<file path="src/rtl/tlc_pkg.sv">
// Shared definitions for the traffic light safety monitor: light codes, lamp
// encodings, fault codes and the monitor state enum.
package tlc_pkg;

  localparam logic [1:0] CODE_GREEN  = 2'b00;
  localparam logic [1:0] CODE_YELLOW = 2'b01;
  localparam logic [1:0] CODE_RED    = 2'b10;
  localparam logic [1:0] CODE_REDYEL = 2'b11;

  localparam logic [2:0] LAMP_OFF    = 3'b000;
  localparam logic [2:0] LAMP_GREEN  = 3'b001;
  localparam logic [2:0] LAMP_YELLOW = 3'b010;
  localparam logic [2:0] LAMP_RED    = 3'b100;
  localparam logic [2:0] LAMP_REDYEL = 3'b110;

  localparam logic [1:0] FC_NONE     = 2'b00;
  localparam logic [1:0] FC_CONFLICT = 2'b01;
  localparam logic [1:0] FC_STUCK    = 2'b10;

  localparam logic PHASE_ON = 1'b1;

  typedef enum logic [1:0] {
    ST_NORMAL   = 2'd0,
    ST_SUSPECT  = 2'd1,
    ST_FAILSAFE = 2'd2
  } mon_state_t;

  function automatic logic [2:0] lamp_of(input logic [1:0] code);
    logic [2:0] lamp;
    case (code)
      CODE_GREEN:  lamp = LAMP_GREEN;
      CODE_YELLOW: lamp = LAMP_YELLOW;
      CODE_RED:    lamp = LAMP_RED;
      default:     lamp = LAMP_REDYEL;
    endcase
    return lamp;
  endfunction

endpackage

</file>
<file path="src/rtl/tlc_blink_gen.sv">
// Fail-safe blink phase generator. The phase output is the value the phase
// flop takes at the coming edge, so the caller can register lamps without lag.
module tlc_blink_gen
  import tlc_pkg::*;
#(
  parameter int BLINK_HALF = 4
) (
  input  logic CLK,
  input  logic RST,
  input  logic clear,
  input  logic enable,
  output logic phase
);

  logic [7:0] cnt;
  logic       phase_q;
  logic       wrap;

  assign wrap = (cnt == 8'(BLINK_HALF - 1));

  always_comb begin
    phase = phase_q;
    if (clear) phase = PHASE_ON;
    else if (enable && wrap) phase = ~phase_q;
  end

  always_ff @(posedge CLK) begin
    if (RST) begin
      cnt     <= 8'd0;
      phase_q <= PHASE_ON;
    end else if (clear) begin
      cnt     <= 8'd0;
      phase_q <= PHASE_ON;
    end else if (enable) begin
      if (wrap) begin
        cnt     <= 8'd0;
        phase_q <= ~phase_q;
      end else begin
        cnt <= cnt + 8'd1;
      end
    end
  end

endmodule

</file>
<file path="src/rtl/traffic_light_safety_monitor.sv">
// Traffic light safety monitor: latches a fail-safe blink on conflicting greens
// or (with TLC_MONITOR_STUCK_EN defined) on controller codes frozen while GO=1.
module traffic_light_safety_monitor
  import tlc_pkg::*;
#(
  parameter int CONFLICT_CYCLES = 2,
  parameter int STUCK_LIMIT     = 64,
  parameter int BLINK_HALF      = 4
) (
  input  logic       CLK,
  input  logic       RST,
  input  logic       GO,
  input  logic [1:0] HS1,
  input  logic [1:0] HS2,
  input  logic [1:0] FS1,
  input  logic [1:0] FS2,
  output logic [2:0] HS1_LAMP,
  output logic [2:0] HS2_LAMP,
  output logic [2:0] FS1_LAMP,
  output logic [2:0] FS2_LAMP,
  output logic       FAULT,
  output logic [1:0] FAULT_CODE,
  output logic [1:0] STATE
);

  mon_state_t state;
  logic [3:0] conf_cnt;
  logic       conflict, conflict_trip, stuck_trip;
  logic       in_fs, enter_fs, blink_phase;

  assign conflict = ((HS1 != CODE_RED) || (HS2 != CODE_RED)) &&
                    ((FS1 != CODE_RED) || (FS2 != CODE_RED));
  assign conflict_trip = conflict && (conf_cnt == 4'(CONFLICT_CYCLES - 1));
  assign in_fs    = (state == ST_FAILSAFE);
  assign enter_fs = !in_fs && (conflict_trip || stuck_trip);
  assign STATE    = state;

`ifdef TLC_MONITOR_STUCK_EN
  localparam int SW = $clog2(STUCK_LIMIT + 1);
  logic [7:0]    prev_codes;
  logic [SW-1:0] stuck_cnt;
  logic          same;

  assign same       = ({HS1, HS2, FS1, FS2} == prev_codes);
  assign stuck_trip = GO && same && (stuck_cnt == SW'(STUCK_LIMIT - 1));

  always_ff @(posedge CLK) begin
    if (RST) begin
      prev_codes <= {4{CODE_RED}};
      stuck_cnt  <= '0;
    end else begin
      prev_codes <= {HS1, HS2, FS1, FS2};
      if (!same) stuck_cnt <= '0;
      else if (GO && (stuck_cnt != SW'(STUCK_LIMIT))) stuck_cnt <= stuck_cnt + SW'(1);
    end
  end
`else
  logic unused_go;
  assign unused_go  = GO;
  assign stuck_trip = 1'b0;
`endif

  tlc_blink_gen #(.BLINK_HALF(BLINK_HALF)) u_blink (
    .CLK    (CLK),
    .RST    (RST),
    .clear  (enter_fs),
    .enable (in_fs),
    .phase  (blink_phase)
  );

  always_ff @(posedge CLK) begin
    if (RST) begin
      state      <= ST_NORMAL;
      conf_cnt   <= 4'd0;
      FAULT      <= 1'b0;
      FAULT_CODE <= FC_NONE;
      HS1_LAMP   <= LAMP_RED;
      HS2_LAMP   <= LAMP_RED;
      FS1_LAMP   <= LAMP_RED;
      FS2_LAMP   <= LAMP_RED;
    end else begin
      if (in_fs) begin
        conf_cnt <= 4'd0;
      end else if (enter_fs) begin
        state      <= ST_FAILSAFE;
        conf_cnt   <= 4'd0;
        FAULT      <= 1'b1;
        // Conflict wins when both watchdogs trip on the same edge.
        FAULT_CODE <= conflict_trip ? FC_CONFLICT : FC_STUCK;
      end else begin
        state    <= conflict ? ST_SUSPECT : ST_NORMAL;
        conf_cnt <= conflict ? conf_cnt + 4'd1 : 4'd0;
      end

      if (in_fs || enter_fs) begin
        HS1_LAMP <= blink_phase ? LAMP_YELLOW : LAMP_OFF;
        HS2_LAMP <= blink_phase ? LAMP_YELLOW : LAMP_OFF;
        FS1_LAMP <= blink_phase ? LAMP_RED : LAMP_OFF;
        FS2_LAMP <= blink_phase ? LAMP_RED : LAMP_OFF;
      end else begin
        HS1_LAMP <= lamp_of(HS1);
        HS2_LAMP <= lamp_of(HS2);
        FS1_LAMP <= lamp_of(FS1);
        FS2_LAMP <= lamp_of(FS2);
      end
    end
  end

endmodule

</file>
<file path="config.mk">
export PLATFORM = sky130hd
export DESIGN_NAME = traffic_light_safety_monitor
export DESIGN_NICKNAME = d
export VERILOG_FILES = /design/src/rtl/tlc_pkg.sv /design/src/rtl/tlc_blink_gen.sv /design/src/rtl/traffic_light_safety_monitor.sv
export SDC_FILE = /design/constraint.sdc
export NUM_CORES = 1
export LEC_CHECK = 0
export ABC_AREA = 1
export CORE_MARGIN = 8
export CORE_UTILIZATION = 53
export DETAILED_ROUTE_END_ITERATION = 6
export PLACE_DENSITY = 0.83
export SLEW_MARGIN = 20
export SYNTH_ARGS = -nofsm -noshare
export SYNTH_HDL_FRONTEND = slang
export SYNTH_SLANG_ARGS = --single-unit
</file>
<file path="constraint.sdc">
create_clock -name CLK -period 2.66 [get_ports CLK]
set_clock_uncertainty 0.2 [all_clocks]
set_input_delay 0.532 -clock CLK [delete_from_list [all_inputs] [get_ports CLK]]
set_output_delay 0.532 -clock CLK [all_outputs]
set_load 0.02 [all_outputs]
</file>
==> results.ini <==
[run_status]
outcome = completed

[setup_path]
worstPathArrival_ns = 1.30
rr_worst_depth = 7
critical_path_class = reg2out
worst-r2r-setup-slack_ns = 1.07
worst_setup_path_end_kind = output port
crit_family = buffers and inverters
critPathSlowestCell = sky130_fd_sc_hd__clkdlybuf4s50_1
worstReg2RegStart = STATE[1]
startpoint_types = flop
rr_endpoint = FS1_LAMP[2]
worst-endpoint-required_ns = 1.93
timing.critical_path.buf_inv = 1
critical_path_peak_fanout = 2
cpPeakStageDelay_ns = 0.62
critical_path.cell_chain = clkdlybuf4s50_1

[synth]
netlist_area_sq_um = 1280
synth_flop_type = sky130_fd_sc_hd__dfxtp_1
number_of_enable_flip_flop_cells_after_synthesis = 0
syn-num-nets = 181
seq_area_frac_synth = 0.468
synthesis.area_per_instance_sq_um = 7.69
synth-async-reset-ratio = 0
synthCells = 167
yosys_warnings = 0
number_of_flip_flops_and_latches_in_the_synthesized_netlist = 30
synth_cell_types = 23

[clocking]
clock_sinks = 30
postCtsHoldBufs = 0
clock-root-buffer = sky130_fd_sc_hd__clkbuf_4
clockBufferDepth = 2
worst_skew_pair.late_latency_ns = 0.32
cts_post_setup_buffers_inserted = 0
cts_max_level = 2
cts_inserted_buffers = 5
cts_repair_resize_count = 0
cts.reportedPaths.clkPinSlew_ns = 0.08
clock_tree_from_tritoncts = built

[die]
initial_core_util = 0.538
core_area_sq_um = 2390
num_rows = 18
chip_width_um = 65.2
fp.dieArea_sq_um = 4250
fp.dieH_um = 65.2
pin_count = 28

[placement]
placed_instance_count = 222
dp_hpwl_mm = 2.06
port_buffers = 26
placed_area_sq_um = 1580
globalplace.congestion = 0.842

[worst_hold_path]
worst_hold_path_type = reg2reg
min_delay_worst_endpoint = FAULT_CODE[1]
number_of_cells_on_the_worst_hold_path = 2
holdCritStartpoint = FAULT_CODE[1]

[power]
ir_drop_worst_case_vdd_v = 0.000450
power.density_nw_per_um2 = 661
post-layout-total-power_mw = 1.08
p_leak_nw = 0.706

[global_routing]
global_route_wire_length_before_repair_mm = 4.55
grt_remaining_overflow = 0
grt_antenna_before_repair = 0
vias_in_the_first_global_route = 1091
global_route.usage.total = 0.137
pin_count_of_the_biggest_net_entering_global_routing = 16

[finish]
nNetsFinal = 213
finalCoreUtilization = 0.687
fill_cells = 215
insertedDiodeCount = 0
stdcell_count = 230
cell_area_after_layout_sq_um = 1640
proportion_of_layout_cells_with_a_drive_suffix_above_1 = 0.105
area_growth_pct = 27.7

[timing]
final_min_period_over_clock_period = 0.765
worst-slew-pin-transition_ns = 0.343
setup_viol_count_final = 0
slew_violations = 0
finalSetupTns_ns = 0
fmax_mhz = 491
period_needed_ns = 2.04
timing.slew.headroom = 0.771
hold_violations = 0
grt_setup_unrepaired = false

[routing]
detail_route.vias_per_cell = 4.99
ant_nets = 0
detailed_route_wire_length_mm = 2.67
drc = 0
drt_pass_1_iters = 4
via_count = 1147
first_iter_violations = 23
routed_wire_length_per_instance_um = 11.6

[flow_run]
timing.max_cap.violations = 0

[worst register-to-register path, cell delays in order (launching register included)]
cell	delay, ns
sky130_fd_sc_hd__dfxtp_1	0.36
sky130_fd_sc_hd__nand2_2	0.22
sky130_fd_sc_hd__inv_2	0.25
sky130_fd_sc_hd__nand3_1	0.13
sky130_fd_sc_hd__nand2_1	0.11
sky130_fd_sc_hd__nand2_1	0.06
sky130_fd_sc_hd__nand2_1	0.07
sky130_fd_sc_hd__nand3_1	0.08
[through the flow]
step / hold slack [ns] / worst slack [ns]
finish: 0.235 / 0.625
global route: 0.261 / 0.569
CTS: 0.231 / 0.598
detailed placement: 0.218 / 0.551
global placement: 0.213 / 0.586
floorplan: 0.252 / 1.20
[sequential cells by signal, summed over array words and instances (netlist names)]
signal / count
FAULT: 1
FAULT_CODE: 2
FS1_LAMP: 3
FS2_LAMP: 3
HS1_LAMP: 3
HS2_LAMP: 3
STATE: 2
conf_cnt: 4
u_blink.cnt: 8
u_blink.phase_q: 1
[cell type report]
type,count,area [sq um],share of cell area
clock buffers,7,55.1,0.0336
clock inverters,1,5.00,0.00305
inverters,28,105,0.0641
well taps,30,37.5,0.0229
flip-flops and latches,30,601,0.366
repair buffers,27,268,0.163
multi-input cells,107,568,0.347
[cells in the final DEF (no fill, tap or decap)]
cell | Yosys | final
sky130_fd_sc_hd__clkinv_2 | 0 | 1
sky130_fd_sc_hd__clkdlybuf4s50_1 | 0 | 26
sky130_fd_sc_hd__a21oi_1 | 4 | 4
sky130_fd_sc_hd__buf_4 | 0 | 1
sky130_fd_sc_hd__a211oi_1 | 1 | 1
sky130_fd_sc_hd__inv_1 | 26 | 26
sky130_fd_sc_hd__dfxtp_1 | 30 | 30
sky130_fd_sc_hd__o21a_1 | 1 | 1
sky130_fd_sc_hd__a21oi_4 | 1 | 1
sky130_fd_sc_hd__clkbuf_8 | 0 | 1
sky130_fd_sc_hd__ha_1 | 3 | 3
sky130_fd_sc_hd__xnor2_1 | 1 | 1
sky130_fd_sc_hd__nor3_2 | 1 | 1
sky130_fd_sc_hd__xor2_1 | 1 | 1
sky130_fd_sc_hd__inv_2 | 2 | 2
sky130_fd_sc_hd__o21ai_1 | 1 | 1
sky130_fd_sc_hd__nor2_1 | 25 | 25
sky130_fd_sc_hd__clkbuf_1 | 0 | 1
sky130_fd_sc_hd__nand4_1 | 8 | 8
sky130_fd_sc_hd__nand3_2 | 2 | 2
sky130_fd_sc_hd__nand2_2 | 3 | 3
sky130_fd_sc_hd__nor2_2 | 2 | 2
sky130_fd_sc_hd__nand3_1 | 18 | 18
sky130_fd_sc_hd__nor3_1 | 7 | 7
sky130_fd_sc_hd__nand3_4 | 1 | 1
sky130_fd_sc_hd__nand2_1 | 26 | 26
sky130_fd_sc_hd__nor2_4 | 1 | 1
sky130_fd_sc_hd__clkbuf_4 | 0 | 5
[where the power goes]
group	internal (mW)	switching [mW]	total (mW)	leakage (nW)
Sequential	0.497	0.0234	0.520	0.246
Clock	0.128	0.147	0.275	0.0353
Combinational	0.122	0.166	0.287	0.425
[worst max-delay path by stage]
stage / start / to / slack [ns] / cells past startpoint
final: STATE[1] / STATE[1] / 0.62 / 1
after global routing: FAULT_CODE[0] / FAULT_CODE[0] / 0.57 / 1
after CTS: STATE[1] / STATE[1] / 0.60 / 1
after detailed placement: FS2[0] / FS1_LAMP[2] / 0.55 / 7
after global placement: FS2[0] / FS1_LAMP[2] / 0.59 / 7
after floorplan: FS2[0] / FS1_LAMP[2] / 1.20 / 6
[cell usage after synthesis, types with 2 or more instances]
master	number	area, sq um
sky130_fd_sc_hd__ha_1	3	37.5
sky130_fd_sc_hd__inv_2	2	7.51
sky130_fd_sc_hd__a21oi_1	4	20.0
sky130_fd_sc_hd__nand3_2	2	20.0
sky130_fd_sc_hd__nand2_1	26	97.6
sky130_fd_sc_hd__nand2_2	3	18.8
sky130_fd_sc_hd__nand3_1	18	90.1
sky130_fd_sc_hd__nor2_2	2	12.5
sky130_fd_sc_hd__buf_2	2	10.0
sky130_fd_sc_hd__nor2_1	25	93.8
sky130_fd_sc_hd__inv_1	26	97.6
sky130_fd_sc_hd__nand4_1	8	50.1
sky130_fd_sc_hd__dfxtp_1	30	601
sky130_fd_sc_hd__nor3_1	7	35.0
[logic make-up after synthesis]
logic type | Yosys count | synth area share
AO/OA/AOI/OAI | 8 | 0.0439
XOR/XNOR | 2 | 0.0136
adder cells (fa/ha/maj) | 3 | 0.0292
buffers and inverters | 30 | 0.0897
flip-flops | 30 | 0.468
AND/OR/NAND/NOR | 94 | 0.356
[per-layer routing]
layer  up-vias  wire length [um]  track usage
met4         0                42       0.0572
met2        20              1270        0.225
met3         5               191       0.0850
met5         -                 0            0
li1        596                 -            -
met1       526              1160        0.136
No activity file was read; power rests on OpenSTA's default activity.
